### src/rtl/hamming_encoder_tx.sv
// hamming_encoder_tx
// SECDED (8,4) Hamming encoder feeding a show-ahead codeword FIFO.
// Each accepted nibble is encoded, optionally corrupted by an XOR mask,
// and queued together with a flag recording whether the mask was nonzero.
// Codewords drain through a valid/ready port.
// Saturating counters track delivered words and delivered injected words.

module hamming_encoder_tx #(
    parameter int DEPTH = 4,
    parameter int CNT_W = 16
) (
    input  logic                     clk,
    input  logic                     rst,
    input  logic                     in_valid,
    output logic                     in_ready,
    input  logic [3:0]               data_in,
    input  logic [7:0]               inj_mask,
    output logic                     out_valid,
    input  logic                     out_ready,
    output logic [7:0]               code_out,
    output logic [$clog2(DEPTH):0]   fifo_level,
    output logic [CNT_W-1:0]         word_count,
    output logic [CNT_W-1:0]         inj_count
);

    localparam int PTR_W = $clog2(DEPTH);
    localparam int LVL_W = PTR_W + 1;

    // Codeword layout uses position p = index+1.
    // Data sits at p = 3, 5, 6, 7 and parity at p = 1, 2, 4.
    // Bit 7 carries overall parity, so the decoder can tell single errors
    // from double errors.
    function automatic logic [7:0] hamming_encode(input logic [3:0] d);
        logic [7:0] c;
        c    = '0;
        c[6] = d[3];
        c[5] = d[2];
        c[4] = d[1];
        c[2] = d[0];
        c[0] = c[6] ^ c[4] ^ c[2];
        c[1] = c[6] ^ c[5] ^ c[2];
        c[3] = c[6] ^ c[5] ^ c[4];
        c[7] = ^c[6:0];
        return c;
    endfunction

    // Counters stick at all-ones rather than wrapping.
    // A saturated value therefore always means "at least this many".
    function automatic logic [CNT_W-1:0] sat_inc(input logic [CNT_W-1:0] v);
        return (&v) ? v : v + CNT_W'(1);
    endfunction

    // ---- stage p0: combinational encode of the incoming nibble ----
    logic [7:0] code_p0;
    logic       inj_flag_p0;
    logic [8:0] entry_p0;
    logic       push;
    logic       pop;

    assign code_p0     = hamming_encode(data_in);
    assign inj_flag_p0 = |inj_mask;
    assign entry_p0    = {inj_flag_p0, code_p0 ^ inj_mask};

    // in_ready is forced low while rst is high.
    // This stops a handshake from completing during reset.
    assign in_ready  = !rst && (fifo_level < LVL_W'(DEPTH));
    assign out_valid = (fifo_level != '0);
    assign push      = in_valid && in_ready;
    assign pop       = out_valid && out_ready;

    // ---- stage p1: FIFO storage, pointers and occupancy ----
    logic [8:0]       mem_p1 [DEPTH];
    logic [PTR_W-1:0] wr_ptr_p1;
    logic [PTR_W-1:0] rd_ptr_p1;
    logic [8:0]       head_p1;

    // Entry storage.
    // The contents are don't-care after reset, so this array has no reset.
    always_ff @(posedge clk) begin
        if (push) begin
            mem_p1[wr_ptr_p1] <= entry_p0;
        end
    end

    // Write and read pointers.
    // DEPTH is a power of two, so the pointers wrap by plain overflow.
    always_ff @(posedge clk or posedge rst) begin
        if (rst) begin
            wr_ptr_p1 <= '0;
            rd_ptr_p1 <= '0;
        end else begin
            if (push) begin
                wr_ptr_p1 <= wr_ptr_p1 + PTR_W'(1);
            end
            if (pop) begin
                rd_ptr_p1 <= rd_ptr_p1 + PTR_W'(1);
            end
        end
    end

    // Occupancy.
    // A simultaneous push and pop leaves the level unchanged.
    always_ff @(posedge clk or posedge rst) begin
        if (rst) begin
            fifo_level <= '0;
        end else begin
            case ({push, pop})
                2'b10:   fifo_level <= fifo_level + LVL_W'(1);
                2'b01:   fifo_level <= fifo_level - LVL_W'(1);
                default: fifo_level <= fifo_level;
            endcase
        end
    end

    // ---- stage p2: show-ahead output and delivery statistics ----
    // The head entry is exposed directly.
    // The output is forced to zero when the FIFO is empty, so stale
    // storage never leaks out.
    assign head_p1  = mem_p1[rd_ptr_p1];
    assign code_out = out_valid ? head_p1[7:0] : 8'h00;

    // Statistics counters advance only when a codeword actually leaves.
    always_ff @(posedge clk or posedge rst) begin
        if (rst) begin
            word_count <= '0;
            inj_count  <= '0;
        end else if (pop) begin
            word_count <= sat_inc(word_count);
            if (head_p1[8]) begin
                inj_count <= sat_inc(inj_count);
            end
        end
    end

endmodule

### config.mk
export PLATFORM = sky130hd
export DESIGN_NAME = hamming_encoder_tx
export DESIGN_NICKNAME = d
export VERILOG_FILES = /design/src/rtl/hamming_encoder_tx.sv
export SDC_FILE = /design/constraint.sdc
export NUM_CORES = 1
export LEC_CHECK = 0
export ABC_AREA = 1
export BUFFER_PORTS_ARGS = -buffer_cell sky130_fd_sc_hd__buf_2
export CORE_ASPECT_RATIO = 1.1
export CORE_MARGIN = 2
export CORE_UTILIZATION = 60
export CTS_CLUSTER_SIZE = 28
export DETAILED_ROUTE_END_ITERATION = 6
export PLACE_DENSITY = 0.92
export SYNTH_ARGS = -nofsm -noshare
export SYNTH_HDL_FRONTEND = slang
export SYNTH_SLANG_ARGS = --single-unit
### constraint.sdc
create_clock -name clk -period 2.85 [get_ports clk]
set_clock_uncertainty 0.15 [all_clocks]
set_input_delay 0.285 -clock clk [delete_from_list [all_inputs] [get_ports clk]]
set_output_delay 0.285 -clock clk [all_outputs]
set_load 0.01 [all_outputs]
==> run metrics, run 1 <==
Total Routing Usage GR=25.4%; DP HPWL=6.32 mm; vias in the first global route=3300; crit path cell chain=inv_2 -> o21ai_0 -> a21oi_1 -> buf_2; syn nets=508; Clk Tree Root Cell=clkbuf_8; status=finished clean; Routed WL=8.72 mm; area fraction of the dominant cell type after synthesis=26.8%; maxcap violations=0; maximum root-to-sink buffer count=2; drc violations=0; most frequent cells in the layout=nand2_1, nor2_1, buf_2, dfrtp_1, edfxtp_1; CTS tree=done; Slew Limit Fails=0; leakage=2.12 nW; initial antenna violation count=0; TritonRoute pass-1 iters=4; cts repair resizes=0; Crit Path Class=flop to output pin; Clk Latency, worst-skew pair=340 ps; slowest cell on the critical path=dfrtp_1; Hold Fails Final Rpt=0; RePlAce Congestion=0.864; switching power total=1.30 mW; top post-synthesis cells by area=edfxtp_1, dfrtp_1, nand2_1; Comb power frac=35.1%; via count=3441; ANT cells=0; commonest non-fill, non-tap cell in the layout=nand2_1; placed cell count=625; Min Clock Period, post-route=2260 ps; switching share of power=38.9%; delay of the slowest critical-path stage=710 ps; highest clock rate=0.443 GHz; Slew @ Worst Pin=577 ps; synthesis-to-finish area growth=13.9%; total negative slack=0 ps; Pint=2.05 mW; synthesized instance count=484; CTS Sinks=75; Final ANT Viol Nets=0; period utilization=79.2%; max_slew headroom=61.5%; cell row count=31; Starting DRT DRC Count=253; ratio of cells with drive above 1 in the final layout=17.0%; pin count of the biggest net entering global routing=40; hold crit path type=input port to flop; Mapped Area=0.00404 sq mm; CP arrival=1820 ps; Final Power=3.35 mW; worst vdd ir=462 uV; chip width=82.2 um; clock-pin slew on the worst setup and hold paths=60 ps; worst path required time=2410 ps; Seq pwr share=45.0%; Post-Layout Cell Count=642; CP max FO=20; Synth Area per Inst=8.34 sq um; DIE AREA=0.00740 sq mm; Port Buffer Count=60; hold_buf cts=1; Initial Util=61.6%; CP bufs+invs=2; core area=0.00656 sq mm; clock network fraction of design power=19.9%; Synth Warn #=0; count of final setup violators=0; Remaining Overflow, GRT=0; TritonCTS buffer count=9; Crit path max-delay family=flip-flops; H-tree depth=3; Via density=5.36; first-pass GRT wire length=14.5 mm; synthesized flop and latch total=75; sequential share of the synthesized area=51.0%; drt wl/cell=13.6 um; Startpoint Class=flop; Worst setup EP type=output pin; Die Ht=90.0 um; Netlist cell types=30; largest area contributor in the netlist=edfxtp_1; RSZ-0062 raised after global routing=false; IO Count=61; Setup Buffers After CTS=0; nets=579; pwr/cell area=729 mW/mm^2
## metrics by stage
step           utilization, %  hold WS (ps)  setup slack (ps)  instance area [sq um]
2_1_floorplan               -           340               819                   4040
3_3_place_gp             67.7           290               770                   4440
3_5_place_dp             67.7           328               691                   4440
4_1_cts                  70.1           154               605                   4600
5_1_grt                  70.1           178               350                   4600
6_report                 70.1           176               592                   4600
## metal layers
layer | GRT usage, % | share of wire, % | up-vias
li1 | - | - | 1697
met1 | 30.4 | 40 | 1600
met2 | 42.5 | 52 | 122
met3 | 5.32 | 6.0 | 22
met4 | 12.4 | 2.2 | 0
met5 | 0 | 0 | -
## flip-flops by register name, indices dropped and copies added, names as in the netlist
| name | flops |
|---|---|
| mem_p1 | 36 |
| inj_count | 16 |
| word_count | 16 |
| fifo_level | 3 |
| rd_ptr_p1 | 2 |
| wr_ptr_p1 | 2 |
## final cells by class
| class | instances | area [sq um] |
|---|---|---|
| Fill cell | 486 | 1960 |
| Multi-Input combinational cell | 360 | 1770 |
| Clock inverter | 4 | 17.5 |
| Timing Repair Buffer | 67 | 355 |
| Tap cell | 82 | 103 |
| Sequential cell | 75 | 2060 |
| Inverter | 42 | 158 |
| Clock buffer | 12 | 135 |
## power by group through the flow
stage	registers [mW]	logic, mW	clock network [mW]
6_report	1.51	1.18	0.668
5_1_grt	1.54	1.32	0.732
4_1_cts	1.51	1.18	0.686
3_5_place_dp	1.53	1.17	0
3_3_place_gp	1.52	1.12	0
2_1_floorplan	1.48	0.830	0
## synth_stat cells
library cell	count
nand2_1	163
nor2_1	72
dfrtp_1	39
edfxtp_1	36
inv_1	33
nand3_1	26
xnor2_1	15
xor2_1	15
o21ai_0	13
o21ai_1	11
a21oi_1	10
nand4_1	10
inv_2	8
ha_1	7
nand3b_1	4
buf_2	3
buf_6	2
nand3_2	2
nor2_2	2
nor2_4	2
nor4_1	2
buf_4	1
clkbuf_1	1
clkinv_1	1
fa_1	1
nand2_2	1
nand2_4	1
nand4_4	1
nor3_1	1
o21ai_4	1
## final timing paths
kind	from	end	slack, ps	cells past startpoint
worst min register to register	fifo_level[0]	fifo_level[0]	390	1
max in group asynchronous	rst	rd_ptr_p1[0]	1700	4
min in group asynchronous	rst	word_count[6]	500	4
worst max-delay path	rd_ptr_p1[0]	code_out[2]	590	4
worst min-delay path	inj_mask[2]	mem_p1[1][2]	180	2
worst max register to register	word_count[0]	word_count[4]	640	8
## logic make-up (layout without fill, tap and decap cells)
| logic type | Yosys count | in the layout | share of synthesized area, % |
|---|---|---|---|
| AO/OA/AOI/OAI | 35 | 35 | 4.62 |
| flip-flops | 75 | 75 | 51.0 |
| AND/OR/NAND/NOR | 287 | 287 | 30.1 |
| buffers and inverters | 49 | 125 | 5.11 |
| XOR/XNOR | 30 | 30 | 6.51 |
| adder cells (fa/ha/maj) | 8 | 8 | 2.67 |
(Power assumes the default switching activity.)
==> run 2: changes to the inputs <==
- CORE_UTILIZATION: 60 -> 57
- PLACE_DENSITY: 0.92 -> 0.89
- clock period: 2.85 -> 2.15 ns (I/O delays scaled with it)
==> run 2 against run 1 <==
  * Clock-buffer cell count shrank 1
  * Utilization decreased by 2.2 points
  * Register-to-register slack got worse by 510 ps
  * Combinational power is 47% higher
  * Critical path depth increased by 6
  * Global-route usage fell by 0.65 points
  * First-iteration DRC count down 31%
  * Cell area up 2.3%
  * Worst setup slack got worse by 470 ps
  * Cell count up 1.7%
  * Non-clock buffer count is 8 higher
  * Critical path type is now flop to flop
==> run metrics, run 2 (synthesized netlist as in run 1, its figures left out) <==
status=finished clean; worst vdd ir=590 uV; Final ANT Viol Nets=0; pin count of the biggest net entering global routing=24; max_slew headroom=65.5%; ratio of cells with drive above 1 in the final layout=19.2%; IO Count=61; ANT cells=0; highest clock rate=0.494 GHz; maximum root-to-sink buffer count=2; worst path required time=2220 ps; worst-case hold slack=99.3 ps; Slew Limit Fails=0; Initial Util=58.3%; Hold Fails Final Rpt=0; commonest non-fill, non-tap cell in the layout=nand2_1; via count=3452; count of final setup violators=0; first-pass GRT wire length=15.4 mm; Worst setup EP type=flop; Starting DRT DRC Count=174; nets=587; drt wl/cell=13.7 um; clock-pin slew on the worst setup and hold paths=80 ps; total negative slack=0 ps; Total Routing Usage GR=24.8%; Remaining Overflow, GRT=0; drc violations=0; vias in the first global route=3412; CP max FO=4; core area=0.00693 sq mm; Startpoint Class=flop; CTS Sinks=75; maxcap violations=0; initial antenna violation count=0; Min Clock Period, post-route=2020 ps; Die Ht=92.3 um; number of flip-flops in the largest register=36; cell row count=32; Slew @ Worst Pin=515 ps; TritonRoute pass-1 iters=4; DIE AREA=0.00777 sq mm; Largest Register=mem_p1; leakage=2.17 nW; CTS tree=done; Port Buffer Count=60; Routed WL=8.96 mm; period utilization=94.1%; TritonCTS buffer count=9; largest registers=mem_p1 x36, inj_count x16, word_count x16; Clk Latency, worst-skew pair=340 ps; CP arrival=2090 ps; RePlAce Congestion=0.844; Clk Tree Root Cell=clkbuf_8; chip width=84.2 um; pwr/cell area=1010 mW/mm^2; Crit Path Class=flop to flop; Via density=5.29; DP HPWL=6.33 mm; Worst R2R Setup Slack=130 ps; synthesis-to-finish area growth=16.6%; RSZ-0062 raised after global routing=false; hold crit path type=input port to flop; H-tree depth=3; most frequent cells in the layout=nand2_1, nor2_1, buf_2, dfrtp_1, edfxtp_1
[run 2: worst paths after layout]
| path | from | to | cells past startpoint |
|---|---|---|---|
| worst max-delay path | fifo_level[1] | fifo_level[2] | 10 |
| worst min-delay path | inj_mask[2] | mem_p1[3][2] | 2 |
| worst max register to register | fifo_level[1] | fifo_level[2] | 10 |
| worst min register to register | inj_count[1] | inj_count[1] | 2 |
| max in group asynchronous | rst | rd_ptr_p1[1] | 4 |
| min in group asynchronous | rst | word_count[3] | 4 |
[run 2: worst max-delay path: stages, from the launching register on]
cell     delay (ps)
dfrtp_1         410
inv_2            70
nand3_1         100
nand2_1          90
inv_2            80
ha_1            140
inv_1            80
fa_2            370
a21oi_2         150
o21ai_0         110
xor2_1          160
[run 2: report_power, final]
part	switching (mW)	internal, mW	leakage (nW)
sequential	0.234	1.72	0.837
combinational	1.07	0.656	1.24
clock	0.521	0.536	0.0933
total	1.83	2.92	2.17
[run 2: layout make-up]
cell class / instances / area (sq um)
clock buffer: 11 / 131
tap: 85 / 106
sequential: 75 / 2060
multi-input combinational: 360 / 1780
timing repair buffer: 75 / 415
inverter: 42 / 158
clock inverter: 5 / 56.3
fill: 546 / 2220
[run 2: repair_timing]
action	CTS	global route
endpoints found under the setup margin	0	9
setup buffers	0	3
endpoints found under the hold margin	39	0
hold buffers	1	0
resized for setup	0	3
[run 2: per-stage QoR]
stage / util [%] / setup WS [ps] / cell area [sq um] / std cells / power [mW]
2_1_floorplan: - / 119 / 4040 / 484 / 3.06
3_3_place_gp: 64.6 / 188 / 4480 / 633 / 3.54
3_5_place_dp: 64.6 / 19.9 / 4480 / 633 / 3.65
4_1_cts: 67.5 / 15.0 / 4670 / 650 / 4.70
5_1_grt: 67.9 / 1.27 / 4700 / 653 / 5.06
6_report: 67.9 / 126 / 4700 / 653 / 4.74
[run 2: routing by layer]
| metal | up-vias | GRT usage (%) | routed length (um) | share of wire (%) |
|---|---|---|---|---|
| met5 | - | 0 | 0 | 0 |
| met4 | 0 | 10.1 | 168 | 1.9 |
| met3 | 20 | 3.69 | 473 | 5.3 |
| met2 | 110 | 44.0 | 4800 | 54 |
| met1 | 1612 | 30.0 | 3520 | 39 |
| li1 | 1710 | - | - | - |
